[src/rtl/dsi_sched_pkg.sv]
// Shared types for the DSI high-speed scheduler: FSM states, requester ids and strobe width.
package dsi_sched_pkg;

    localparam int STRB_W = 4;

    typedef enum logic [2:0] {
        ST_IDLE       = 3'd0,
        ST_CLK_UP     = 3'd1,
        ST_LINES_UP   = 3'd2,
        ST_STREAM     = 3'd3,
        ST_LINES_DOWN = 3'd4,
        ST_CLK_DOWN   = 3'd5
    } sched_state_t;

    // Encoding doubles as the request/grant bit index; a cleared history means "vid last".
    typedef enum logic {
        REQ_VID = 1'b0,
        REQ_CMD = 1'b1
    } req_id_t;

    // States where the FSM is waiting on a lane-controller ready handshake.
    function automatic logic is_wait_state(input sched_state_t s);
        return (s == ST_CLK_UP) || (s == ST_LINES_UP) ||
               (s == ST_LINES_DOWN) || (s == ST_CLK_DOWN);
    endfunction

endpackage

[src/rtl/dsi_sched_rr_arb.sv]
// Two-way round-robin arbiter: one-hot grant, history updated when the scheduler accepts a grant.
module dsi_sched_rr_arb
    import dsi_sched_pkg::*;
(
    input  logic       i_clk,
    input  logic       i_rst_n,
    input  logic [1:0] i_req,
    input  logic       i_update,
    output logic [1:0] o_gnt
);

    req_id_t r_last;

    always_comb begin
        o_gnt = 2'b00;
        if (i_req[REQ_VID] && i_req[REQ_CMD]) begin
            if (r_last == REQ_CMD) begin
                o_gnt[REQ_VID] = 1'b1;
            end else begin
                o_gnt[REQ_CMD] = 1'b1;
            end
        end else begin
            o_gnt = i_req;
        end
    end

    always_ff @(posedge i_clk or negedge i_rst_n) begin
        if (!i_rst_n) begin
            r_last <= REQ_VID;
        end else if (i_update && (|o_gnt)) begin
            r_last <= o_gnt[REQ_CMD] ? REQ_CMD : REQ_VID;
        end
    end

endmodule

[src/rtl/dsi_hs_scheduler.sv]
// DSI HS scheduler: arbitrates video/command packets and sequences HS clock and data lane power.
// Optional ready-handshake watchdog enabled by defining DSI_SCHED_TIMEOUT_EN.
module dsi_hs_scheduler
    import dsi_sched_pkg::*;
#(
    parameter int WAIT_TIMEOUT = 255,
    parameter int DATA_W       = 32
) (
    input  logic              clk_sys,
    input  logic              rst_n,

    input  logic              vid_rqst,
    input  logic              vid_last,
    input  logic [DATA_W-1:0] vid_data,
    input  logic [STRB_W-1:0] vid_strb,
    output logic              vid_ack,

    input  logic              cmd_rqst,
    input  logic              cmd_last,
    input  logic [DATA_W-1:0] cmd_data,
    input  logic [STRB_W-1:0] cmd_strb,
    output logic              cmd_ack,

    output logic [DATA_W-1:0] iface_write_data,
    output logic [STRB_W-1:0] iface_write_strb,
    output logic              iface_write_rqst,
    output logic              iface_last_word,
    input  logic              iface_data_rqst,

    output logic              clock_enable,
    output logic              lines_enable,
    input  logic              clock_ready,
    input  logic              lines_ready,

    input  logic              reg_clk_keep_on,
    output logic              busy,
    output logic              grant_cmd,
    output logic              timeout_err
);

    sched_state_t r_state;
    logic         r_grant_cmd;
    logic         r_clk_en;
    logic         r_lines_en;

    logic [1:0]        w_gnt;
    logic              w_any_rqst;
    logic              w_stream;
    logic              w_sel_rqst;
    logic              w_sel_last;
    logic [DATA_W-1:0] w_sel_data;
    logic [STRB_W-1:0] w_sel_strb;
    logic              w_xfer;
    logic              w_wait_done;
    logic              w_timeout;

    assign w_any_rqst = vid_rqst | cmd_rqst;

    dsi_sched_rr_arb u_arb (
        .i_clk    (clk_sys),
        .i_rst_n  (rst_n),
        .i_req    ({cmd_rqst, vid_rqst}),
        .i_update (r_state == ST_IDLE),
        .o_gnt    (w_gnt)
    );

    // Granted requester is fixed for the whole packet, so the mux select is the grant register.
    assign w_sel_rqst = r_grant_cmd ? cmd_rqst : vid_rqst;
    assign w_sel_last = r_grant_cmd ? cmd_last : vid_last;
    assign w_sel_data = r_grant_cmd ? cmd_data : vid_data;
    assign w_sel_strb = r_grant_cmd ? cmd_strb : vid_strb;

    assign w_stream         = (r_state == ST_STREAM);
    assign iface_write_rqst = w_stream & w_sel_rqst;
    assign iface_last_word  = w_stream & w_sel_last;
    assign iface_write_data = w_stream ? w_sel_data : '0;
    assign iface_write_strb = w_stream ? w_sel_strb : '0;

    assign w_xfer  = iface_write_rqst & iface_data_rqst;
    assign cmd_ack = w_xfer & r_grant_cmd;
    assign vid_ack = w_xfer & ~r_grant_cmd;

    always_comb begin
        w_wait_done = 1'b0;
        case (r_state)
            ST_CLK_UP:     w_wait_done = clock_ready;
            ST_LINES_UP:   w_wait_done = lines_ready;
            ST_LINES_DOWN: w_wait_done = ~lines_ready;
            ST_CLK_DOWN:   w_wait_done = ~clock_ready;
            default:       w_wait_done = 1'b0;
        endcase
    end

`ifdef DSI_SCHED_TIMEOUT_EN
    localparam int TMO_W = ($clog2(WAIT_TIMEOUT + 1) > 8) ? $clog2(WAIT_TIMEOUT + 1) : 8;

    logic [TMO_W-1:0] r_tmo_cnt;
    logic             r_tmo_err;
    logic             w_waiting;

    assign w_waiting = is_wait_state(r_state);
    assign w_timeout = w_waiting && !w_wait_done &&
                       (r_tmo_cnt == TMO_W'(WAIT_TIMEOUT - 1));

    // Counter restarts on every state change so each handshake gets its own budget.
    always_ff @(posedge clk_sys or negedge rst_n) begin
        if (!rst_n) begin
            r_tmo_cnt <= '0;
            r_tmo_err <= 1'b0;
        end else begin
            if (!w_waiting || w_wait_done || w_timeout) begin
                r_tmo_cnt <= '0;
            end else begin
                r_tmo_cnt <= r_tmo_cnt + TMO_W'(1);
            end
            if (w_timeout) begin
                r_tmo_err <= 1'b1;
            end
        end
    end

    assign timeout_err = r_tmo_err;
`else
    logic [31:0] w_unused_tmo;

    assign w_unused_tmo = WAIT_TIMEOUT;
    assign w_timeout    = 1'b0;
    assign timeout_err  = 1'b0;
`endif

    always_ff @(posedge clk_sys or negedge rst_n) begin
        if (!rst_n) begin
            r_state     <= ST_IDLE;
            r_grant_cmd <= 1'b0;
            r_clk_en    <= 1'b0;
            r_lines_en  <= 1'b0;
        end else if (w_timeout) begin
            r_state    <= ST_IDLE;
            r_clk_en   <= 1'b0;
            r_lines_en <= 1'b0;
        end else begin
            case (r_state)
                ST_IDLE: begin
                    if (w_any_rqst) begin
                        r_grant_cmd <= w_gnt[REQ_CMD];
                        // HS clock still running from a kept-on previous packet: skip clock bring-up.
                        if (r_clk_en && clock_ready) begin
                            r_state    <= ST_LINES_UP;
                            r_lines_en <= 1'b1;
                        end else begin
                            r_state  <= ST_CLK_UP;
                            r_clk_en <= 1'b1;
                        end
                    end
                end
                ST_CLK_UP: begin
                    if (w_wait_done) begin
                        r_state    <= ST_LINES_UP;
                        r_lines_en <= 1'b1;
                    end
                end
                ST_LINES_UP: begin
                    if (w_wait_done) begin
                        r_state <= ST_STREAM;
                    end
                end
                ST_STREAM: begin
                    if (w_xfer && w_sel_last) begin
                        r_state    <= ST_LINES_DOWN;
                        r_lines_en <= 1'b0;
                    end
                end
                ST_LINES_DOWN: begin
                    if (w_wait_done) begin
                        if (reg_clk_keep_on) begin
                            r_state <= ST_IDLE;
                        end else begin
                            r_state  <= ST_CLK_DOWN;
                            r_clk_en <= 1'b0;
                        end
                    end
                end
                ST_CLK_DOWN: begin
                    if (w_wait_done) begin
                        r_state <= ST_IDLE;
                    end
                end
                default: begin
                    r_state <= ST_IDLE;
                end
            endcase
        end
    end

    assign clock_enable = r_clk_en;
    assign lines_enable = r_lines_en;
    assign grant_cmd    = r_grant_cmd;
    assign busy         = (r_state != ST_IDLE);

endmodule

[config.mk]
export PLATFORM = sky130hd
export DESIGN_NAME = dsi_hs_scheduler
export DESIGN_NICKNAME = d
export VERILOG_FILES = /design/src/rtl/dsi_sched_pkg.sv /design/src/rtl/dsi_sched_rr_arb.sv /design/src/rtl/dsi_hs_scheduler.sv
export SDC_FILE = /design/constraint.sdc
export NUM_CORES = 1
export LEC_CHECK = 0
export ABC_AREA = 1
export BUFFER_PORTS_ARGS = -buffer_cell sky130_fd_sc_hd__buf_2
export CAP_MARGIN = 30
export CORE_MARGIN = 2
export CORE_UTILIZATION = 38
export CTS_CLUSTER_SIZE = 28
export DETAILED_ROUTE_END_ITERATION = 10
export GPL_TIMING_DRIVEN = 1
export PLACE_DENSITY = 0.83
export SYNTH_ARGS = -nofsm -noshare
export SYNTH_HDL_FRONTEND = slang
export SYNTH_SLANG_ARGS = --single-unit
[constraint.sdc]
create_clock -name clk_sys -period 1.7 [get_ports clk_sys]
set_clock_uncertainty 0.05 [all_clocks]
set_input_delay 0.34 -clock clk_sys [delete_from_list [all_inputs] [get_ports clk_sys]]
set_output_delay 0.34 -clock clk_sys [all_outputs]
set_load 0.01 [all_outputs]
* After elaboration in Yosys (flattened, before gate mapping)
Cells that the tools add are included.
** Word-level totals
- Register bits after elaboration :: 7
- Output and inout port bits :: 45
- Logic and storage cells :: 71
** Cells by class
- Eq/ne operators :: 14
- Multiplexer cells :: 30
- Bitwise gates (word level) :: 9
- Reductions and logical operators :: 13
** Operators with widths (count)
- 32-bit 2-to-1 mux :: 2
- 3-bit 2-to-1 mux :: 7
- 3-bit one-hot mux with 6 select lines :: 1
- 2-bit inequality test (second input constant) :: 8
- 1-bit 2-to-1 mux :: 13
- 5-bit AND reduction :: 2
- 4-bit 2-to-1 mux :: 2
- 3-bit by 2-bit == test with 1-bit output (second input constant) :: 2
- 3-bit == test (second input constant) :: 2
- 6-bit AND reduction :: 1
- 3-bit nonzero test :: 2
- 1-bit AND :: 5
- 1-bit logical AND :: 4
- 2-bit 2-to-1 mux :: 2
- 1-bit one-hot mux with 4 select lines :: 1
- 3-bit by 1-bit == test with 1-bit output (second input constant) :: 1
- 3-bit logical NOT :: 1
- 1-bit NOT :: 3
- 1-bit one-hot mux with 3 select lines :: 1
- 2-bit by 1-bit inequality test with 1-bit output (second input constant) :: 1
- 1-bit one-hot mux with 2 select lines :: 1
- 2-bit AND reduction :: 1
- 2-bit nonzero test :: 1
- 2-bit OR reduction :: 1
- 1-bit OR :: 1

* Longest topological paths before layout
Gate-level depths: netlist (run 1).
- Depth after elaboration :: 6
- Gate-level depth with buffers :: 10
- Mapped depth without buffers :: 10

* Cells and area by module
From an unflattened synthesis (run 1), not the netlist that was laid out.
** Unflattened totals
- Cell total of the unflattened synthesis :: 282
- Area, all modules :: 1347.5 µm²
** By module, submodules not included
- dsi_hs_scheduler :: instances 1, cells an instance 274, area each 1287.5 µm²
- dsi_sched_rr_arb :: instances 1, cells an instance 8, area each 60.1 µm²

* Worst setup path before layout (run 1)
OpenSTA, ideal clock, no wires.
- Kind :: register -> output
- From :: reg r_state[1]
- To :: out cmd_ack
- Arrival :: 1.224 ns
- Setup slack :: 0.086 ns
- Stages on the path, launching flop included :: 7
- Path buffers :: 0
- Cells stage by stage :: dfrtp_1 nand2_2 nor2_4 inv_1 a21oi_1 nand2_1 nor2_1
** Between the ends
- Cells in the longest elaborated chain, start to end :: 4
** Ends and longest elaborated chain
- from (decl) :: line dsi_hs_scheduler.sv:41 : sched_state_t r_state;
- from (signal assigned) :: line dsi_hs_scheduler.sv:133 : r_state <= ST_IDLE;
- from (signal assigned) :: line dsi_hs_scheduler.sv:138 : r_state <= ST_IDLE;
- from (signal assigned) :: line dsi_hs_scheduler.sv:148 : r_state <= ST_LINES_UP;
- 3-bit by 2-bit == test with 1-bit output :: line dsi_hs_scheduler.sv:73 : assign w_stream = (r_state == ST_STREAM);
- 1-bit AND :: line dsi_hs_scheduler.sv:74 : assign iface_write_rqst = w_stream & w_sel_rqst;
- via iface_write_rqst :: line dsi_hs_scheduler.sv:26 : output logic iface_write_rqst,
- 1-bit AND :: line dsi_hs_scheduler.sv:79 : assign w_xfer = iface_write_rqst & iface_data_rqst;
- 1-bit AND :: line dsi_hs_scheduler.sv:80 : assign cmd_ack = w_xfer & r_grant_cmd;
- to (decl) :: line dsi_hs_scheduler.sv:22 : output logic cmd_ack,
The timed path passes the listed nets, and every way through them passes these cells.

* Worst setup path in the final report (run 1)
- From :: reg r_state[0]
- To :: out cmd_ack
** Between the ends
- Cells in the longest elaborated chain, start to end :: 4
** Ends and longest elaborated chain (line)
- 3-bit by 2-bit == test with 1-bit output :: dsi_hs_scheduler.sv:73
- 1-bit AND :: dsi_hs_scheduler.sv:74
- 1-bit AND :: dsi_hs_scheduler.sv:79
- 1-bit AND :: dsi_hs_scheduler.sv:80
No other way between the ends.

==> impl_summary.log, run 1 <==
[metrics] result of the run: complete, but fails checks
[metrics] violated checks: setup timing
[metrics] number of cells in the design after placement: approximately 450
[metrics] pre-CTS worst setup slack: roughly 0.12 ns
[metrics] largest stage delay on the critical path: around 0.39 ns
[metrics] CP Data Arrival Time: 1.36 ns
[metrics] fraction of layout instances using a drive strength above 1: roughly 41%
[metrics] maximum number of pins on one net before global-route repair: 40
[metrics] post-synthesis instance area: around 0.0014 mm²
[metrics] cell at the root of the clock tree: sky130_fd_sc_hd__clkbuf_4
[metrics] clock latency of the later-clocked register in the worst-skew pair: roughly 0.25 ns
[metrics] number of max-capacitance violations reported: 0
[metrics] die extent in x: 63.8 µm
[metrics] average cell area after synthesis: roughly 4.8 µm²
[metrics] kind of capture point of the worst setup path: output pin
[metrics] reported leakage power: 0.00168 µW
[metrics] count of state elements after synthesis: 7
[metrics] Total Routed Length: a little under 5000 µm
[metrics] overall power after layout: a little under 3000 µW
[metrics] count of input and output buffers: approximately 130
[metrics] synthesized instance count: between 200 and 300
[metrics] routed via count: ~2100
[metrics] IR drop worst, VDD: 1060 µV
[metrics] detailed-route wire length per cell: between 10 and 15 µm
[metrics] FP Rows: 21
[metrics] layout overhead on the synthesized area: 64.5%
[metrics] floorplan die area: 0.00407 mm²
[metrics] cell type of the slowest stage on the worst timing path: sky130_fd_sc_hd__dfrtp_1
[metrics] Nets: 497
[metrics] ratio of total power to cell area: roughly 1300 mW/mm²
[metrics] number of failing hold endpoints at the final stage: 0
[metrics] register area share after synthesis: between 10% and 20%
[metrics] final core occ: around two thirds
[metrics] overflow left after global routing: 0
[metrics] Syn. warnings: 0
[metrics] final count of pins violating max slew: 0
[metrics] via count normalized by instance count: ~4.5
[metrics] Buf/Inv on CP: 2
[metrics] number of distinct library cell variants in the gate-level netlist after synthesis: 24
[metrics] Final GP Congestion: about 0.9
[metrics] antenna-violating nets left: 0
[metrics] FF/Latch Area: roughly 180 µm²
[metrics] sum of negative setup slack: -0.215 ns
[metrics] CP cell instances: nand2_2, nor2_4, inv_2, a21oi_2, nand2_2, nor2_1, buf_2
[metrics] Syn Nets: 367
[metrics] required time at the worst-slack endpoint: 1.31 ns
[metrics] # diodes: 0
[metrics] Clock Sink Count: 7
[metrics] cell family contributing the most delay on the critical path: simple AND/OR/NAND/NOR gates
[metrics] first-pass GRT wire length: around 7100 µm
[metrics] total I/O pin count: ~130
[metrics] path category of the worst min-delay check: in -> reg
[metrics] sort of element at the start of the critical path: register
[metrics] level count of the clock H-tree: 1
[metrics] via count of the first global-routing pass: between 1500 and 2000
[metrics] WS Path Type: reg -> out
[metrics] most frequent CP cell: sky130_fd_sc_hd__nand2_2
[metrics] setup slack of the critical path after layout: -0.0529 ns
[metrics] GRT Resource Usage Total: between 20% and 30%
[metrics] floorplan die height: about 64 µm
[metrics] initial core utilization: 40.1%
[metrics] clock tree from TritonCTS: yes
[metrics] fill cell instance count of the final layout: between 200 and 300
[metrics] maximum clock frequency: ~0.57 GHz
[metrics] number of antenna violations at the first check in global routing: 0
[metrics] crit path time final: roughly 1.8 ns
[metrics] maximum number of buffers from clock root to sink: 2
[metrics] fraction of the cycle the final worst path needs: 103%
[metrics] Core Box Area: ~0.0034 mm²
[metrics] residual DRC count: 0
[metrics] Cell Count, Final, Fillers Out: 460
[metrics] Clk pin slew, worst setup/hold paths: roughly 0.05 ns
[metrics] Detailed Route Iter0 Violations: 90
[metrics] final setup violation count: 21
[metrics] maximum fanout along the worst path: 4
[metrics] area of the multi-input gates: a little over 900 µm²
[metrics] RSZ-0062 raised after global routing: yes
[metrics] HPWL reported at the end of detailed placement: 3460 µm
[metrics] number of buffers created by CTS: 3
[metrics] iteration count of the initial detailed-routing pass: 5
[path summary, 6_finish.rpt]
check                        startpoint            to  slack (ns)  cells after the start
max                          r_state[0]       cmd_ack       -0.05                      7
min                            cmd_rqst     grant_cmd        0.35                      3
max reg2reg                  r_state[0]  lines_enable        0.18                      8
min reg2reg                clock_enable  clock_enable        0.45                      2
max in group asynchronous         rst_n     grant_cmd        1.02                      2
min in group asynchronous         rst_n  u_arb.r_last        0.41                      2
[power breakdown]
part / total [µW] / switching, µW / internal, µW / leakage [µW]
sequential: 316 / 62.8 / 253 / 0.0000841
combinational: 2450 / 1430 / 1020 / 0.00158
clock: 149 / 60.0 / 89.5 / 0.0000150
[cell type report]
| type | instances | area share (%) |
|---|---|---|
| Tap cell | 46 | 2.58 |
| Inverter | 51 | 8.79 |
| Multi-Input combinational cell | 212 | 41.3 |
| Timing Repair Buffer | 140 | 38.2 |
| Clock buffer | 4 | 1.18 |
| Sequential cell | 7 | 7.89 |
[cell families after synthesis]
family	Yosys count	synth area share, %
buffers and inverters	66	21.0
flip-flops	7	12.9
other	1	0.276
AO/OA/AOI/OAI	11	4.88
AND/OR/NAND/NOR	200	61.0
[registers in the layout (all words and copies together) (netlist names)]
| signal | cells |
|---|---|
| lines_enable | 1 |
| grant_cmd | 1 |
| u_arb.r_last | 1 |
| clock_enable | 1 |
| r_state | 3 |
[synthesized netlist by cell type (all sizes together)]
cell | instances | area (µm²)
a21oi | 3 | 15.0
buf | 13 | 86.3
clkbuf | 2 | 7.51
conb | 1 | 3.75
dfrtp | 7 | 175
inv | 51 | 191
nand2 | 174 | 666
nand3 | 8 | 55.1
nand3b | 1 | 7.51
nand4 | 5 | 31.3
nor2 | 11 | 58.8
nor3 | 1 | 10.0
o211ai | 2 | 15.0
o21ai | 5 | 28.8
o21bai | 1 | 7.51
[layer usage]
layer  share of wire [%]  wire length, µm  up-vias  global-route usage, %
li1                    -                -     1086                      -
met2                  52             2490      101                   41.4
met5                   0                0        -                      0
met4                 1.2               57        0                   6.25
met1                  39             1890      866                   22.2
met3                 8.0              384        8                   3.35
[stage by stage]
step           hold slack (ns)  cell area [µm²]
2_1_floorplan         -0.00559             1360
3_3_place_gp             0.129             2030
3_5_place_dp             0.131             2030
4_1_cts                  0.342             2140
5_1_grt                  0.399             2230
6_report                 0.347             2230
[tightest hold or removal path, cell delays in order]
cell                       delay [ns]
sky130_fd_sc_hd__buf_2           0.10
sky130_fd_sc_hd__o211ai_1        0.10
sky130_fd_sc_hd__o21ai_0         0.07
[layout by cell type (no fill, tap or decap), drive strengths merged]
master and n:
nand3 8, nand3b 1, nor2 11, nand4 5, o21bai 1, nand2 174
buf 138, clkbuf 5, nor3 1, dfrtp 7, clkinv 1, a21oi 3
o211ai 2, o21ai 5, conb 1, dlygate4sd3 1, inv 50
[what timing repair did]
action | in CTS | in global routing
hold endpoints to repair | 7 | 0
gates cloned | 0 | 1
gates resized for setup | 8 | 20
pin swaps | 2 | 3
setup buffers | 6 | 1
hold buffers | 1 | 0
setup endpoints to repair | 39 | 39
No activity file was read; power rests on OpenSTA's default activity.
==> inputs of run 2 (changes only) <==
CORE_ASPECT_RATIO = 1.75   (was not set)
CTS_BUF_LIST = sky130_fd_sc_hd__clkbuf_8   (was not set)
PLACE_DENSITY = not set   (was 0.83)
PLACE_DENSITY_LB_ADDON = 0.25   (was not set)
==> impl_summary.log, run 2 (synthesis gave the netlist of run 1 again) <==
[metrics] first-pass GRT wire length: between 7000 and 8000 µm
[metrics] setup slack of the critical path after layout: -0.0857 ns
[metrics] layout overhead on the synthesized area: 63.0%
[metrics] met1 capacity usage during global routing: between 20% and 30%
[metrics] CP cell instances: buf_4, nor3_2, inv_1, buf_2
[metrics] Buf/Inv on CP: 3
[metrics] maximum number of buffers from clock root to sink: 2
[metrics] number of antenna violations at the first check in global routing: 0
[metrics] initial core utilization: 40.0%
[metrics] crit path time final: 1.79 ns
[metrics] maximum clock frequency: between 0.5 and 0.6 GHz
[metrics] startpoint of the worst hold path: cmd_rqst
[metrics] antenna-violating nets left: 0
[metrics] cell at the root of the clock tree: sky130_fd_sc_hd__clkbuf_8
[metrics] FF-to-FF path depth: 13
[metrics] final setup violation count: 41
[metrics] pre-CTS worst setup slack: 0.103 ns
[metrics] number of failing hold endpoints at the final stage: 0
[metrics] reported leakage power: around 0.0017 µW
[metrics] Clk pin slew, worst setup/hold paths: approximately 0.040 ns
[metrics] clock tree from TritonCTS: yes
[metrics] residual DRC count: 0
[metrics] detailed-route wire length per cell: ~11 µm
[metrics] FP Rows: 28
[metrics] iteration count of the initial detailed-routing pass: 5
[metrics] number of cells in the design after placement: 449
[metrics] RSZ-0062 raised after global routing: yes
[metrics] highest-count cells in the layout ignoring fill and taps: sky130_fd_sc_hd__nand2_1, sky130_fd_sc_hd__buf_2, sky130_fd_sc_hd__inv_1
[metrics] cell family contributing the most delay on the critical path: buffers and inverters
[metrics] number of max-capacitance violations reported: 0
[metrics] cell type of the slowest stage on the worst timing path: sky130_fd_sc_hd__dfrtp_1
[metrics] floorplan die height: 83.1 µm
[metrics] largest stage delay on the critical path: about 0.4 ns
[metrics] sort of element at the start of the critical path: register
[metrics] result of the run: complete, but fails checks
[metrics] maximum fanout along the worst path: 4
[metrics] Crit Reg-Reg Endpoint: r_state[0]
[metrics] Top Usage Layer GRT: met2
[metrics] start of the worst register-to-register path: r_state[1]
[metrics] met3 track utilization from global routing: under 10%
[metrics] via count of the first global-routing pass: between 1500 and 2000
[metrics] total I/O pin count: approximately 130
[metrics] number of buffers created by CTS: 3
[metrics] worst hold path stage count: 3
[metrics] HPWL reported at the end of detailed placement: 3670 µm
[metrics] Nets: around 500
[metrics] number of logic stages on the critical path including buffering: 4
[metrics] overflow left after global routing: 0
[metrics] Core Box Area: between 0.003 and 0.004 mm²
[metrics] required time at the worst-slack endpoint: 1.31 ns
[metrics] Cell Count, Final, Fillers Out: 461
[metrics] via count normalized by instance count: 4.42
[metrics] path category of the worst min-delay check: in -> reg
[metrics] level count of the clock H-tree: 1
[metrics] ratio of total power to cell area: 1330 mW/mm²
[metrics] IR drop worst, VDD: just over 1000 µV
[metrics] routed via count: roughly 2000
[metrics] count of input and output buffers: 125
[metrics] fraction of the cycle the final worst path needs: 105%
[metrics] worst-case hold path end point: u_arb.r_last
[metrics] WS Path Type: reg -> out
[metrics] clock latency of the later-clocked register in the worst-skew pair: about 0.24 ns
[metrics] final core occ: 65.2%
[metrics] Total Routed Length: 4840 µm
[metrics] sum of negative setup slack: -0.846 ns
[metrics] register with the most flip-flops: r_state
[metrics] violated checks: setup timing
[metrics] CP Data Arrival Time: between 1 and 1.5 ns
[metrics] Final GP Congestion: just under 0.8
[metrics] worst-case register-to-register setup slack: -0.02 ns
[metrics] Detailed Route Iter0 Violations: 37
[metrics] maximum number of pins on one net before global-route repair: 37
[metrics] kind of capture point of the worst setup path: output pin
[metrics] Clock Sink Count: 7
[metrics] fill cell instance count of the final layout: roughly 330
[metrics] met2 track demand over resource: between 40% and 50%
[metrics] final count of pins violating max slew: 0
[metrics] # diodes: 0
[metrics] floorplan die area: 0.00409 mm²
[metrics] worst hold slack: 0.377 ns
[metrics] most common cell after layout, fill and taps aside: sky130_fd_sc_hd__nand2_1
[metrics] number of flip-flops under the largest register name: 3
[metrics] die extent in x: approximately 50 µm
[metrics] fraction of layout instances using a drive strength above 1: about two fifths
[metrics] GRT Resource Usage Total: approximately 23%
==> run 2: report_power, final <==
part,internal [µW],leakage (µW),switching [µW]
sequential,256,0.0000829,84.8
clock,157,0.0000269,86.4
combinational,980,0.00159,1390
total,1390,0.00169,1560
==> run 2: stage by stage <==
stage / instance area (µm²) / power (µW)
after floorplan: 1360 / 1810
after global placement: 2030 / 2400
final: 2210 / 2960
after detailed placement: 2030 / 2420
after global routing: 2210 / 3260
after CTS: 2120 / 2740
==> run 2: how the worst max path moves through the flow <==
stage / startpoint / to / slack, ns
CTS: r_state[1] / vid_ack / -0.03
finish: r_state[1] / busy / -0.09
floorplan: r_state[1] / cmd_ack / 0.09
global route: r_state[0] / vid_ack / -0.17
detailed placement: r_state[0] / iface_write_data[23] / 0.10
global placement: r_state[1] / iface_write_data[13] / 0.12
==> run 2: cell type report <==
cell class	count	area (µm²)	area share, %
Clock buffer	3	41.3	1.86
Clock inverter	1	3.75	0.169
Inverter	51	194	8.76
Multi-Input combinational cell	212	913	41.2
Sequential cell	7	178	8.02
Tap cell	45	56.3	2.54
Timing Repair Buffer	142	828	37.4
==> run 2: tightest hold or removal path, stage by stage <==
cell and delay, ns:
sky130_fd_sc_hd__buf_2 0.10, sky130_fd_sc_hd__o211ai_1 0.10, sky130_fd_sc_hd__o21ai_0 0.08
==> run 2: layer usage <==
metal  up-vias  part of all wire, %
met1       862                   37
li1       1085                    -
met3         9                  6.8
met2        82                   54
met4         0                  1.5
met5         -                    0
==> run 2: timing repair <==
item | in CTS | in global routing
setup endpoints to repair | 39 | 44
buffers inserted | 3 | 3
pin swaps | 1 | 3
gates cloned | 0 | 1
resized for setup | 6 | 13
hold buffers | 1 | 0
hold endpoints to repair | 7 | 0
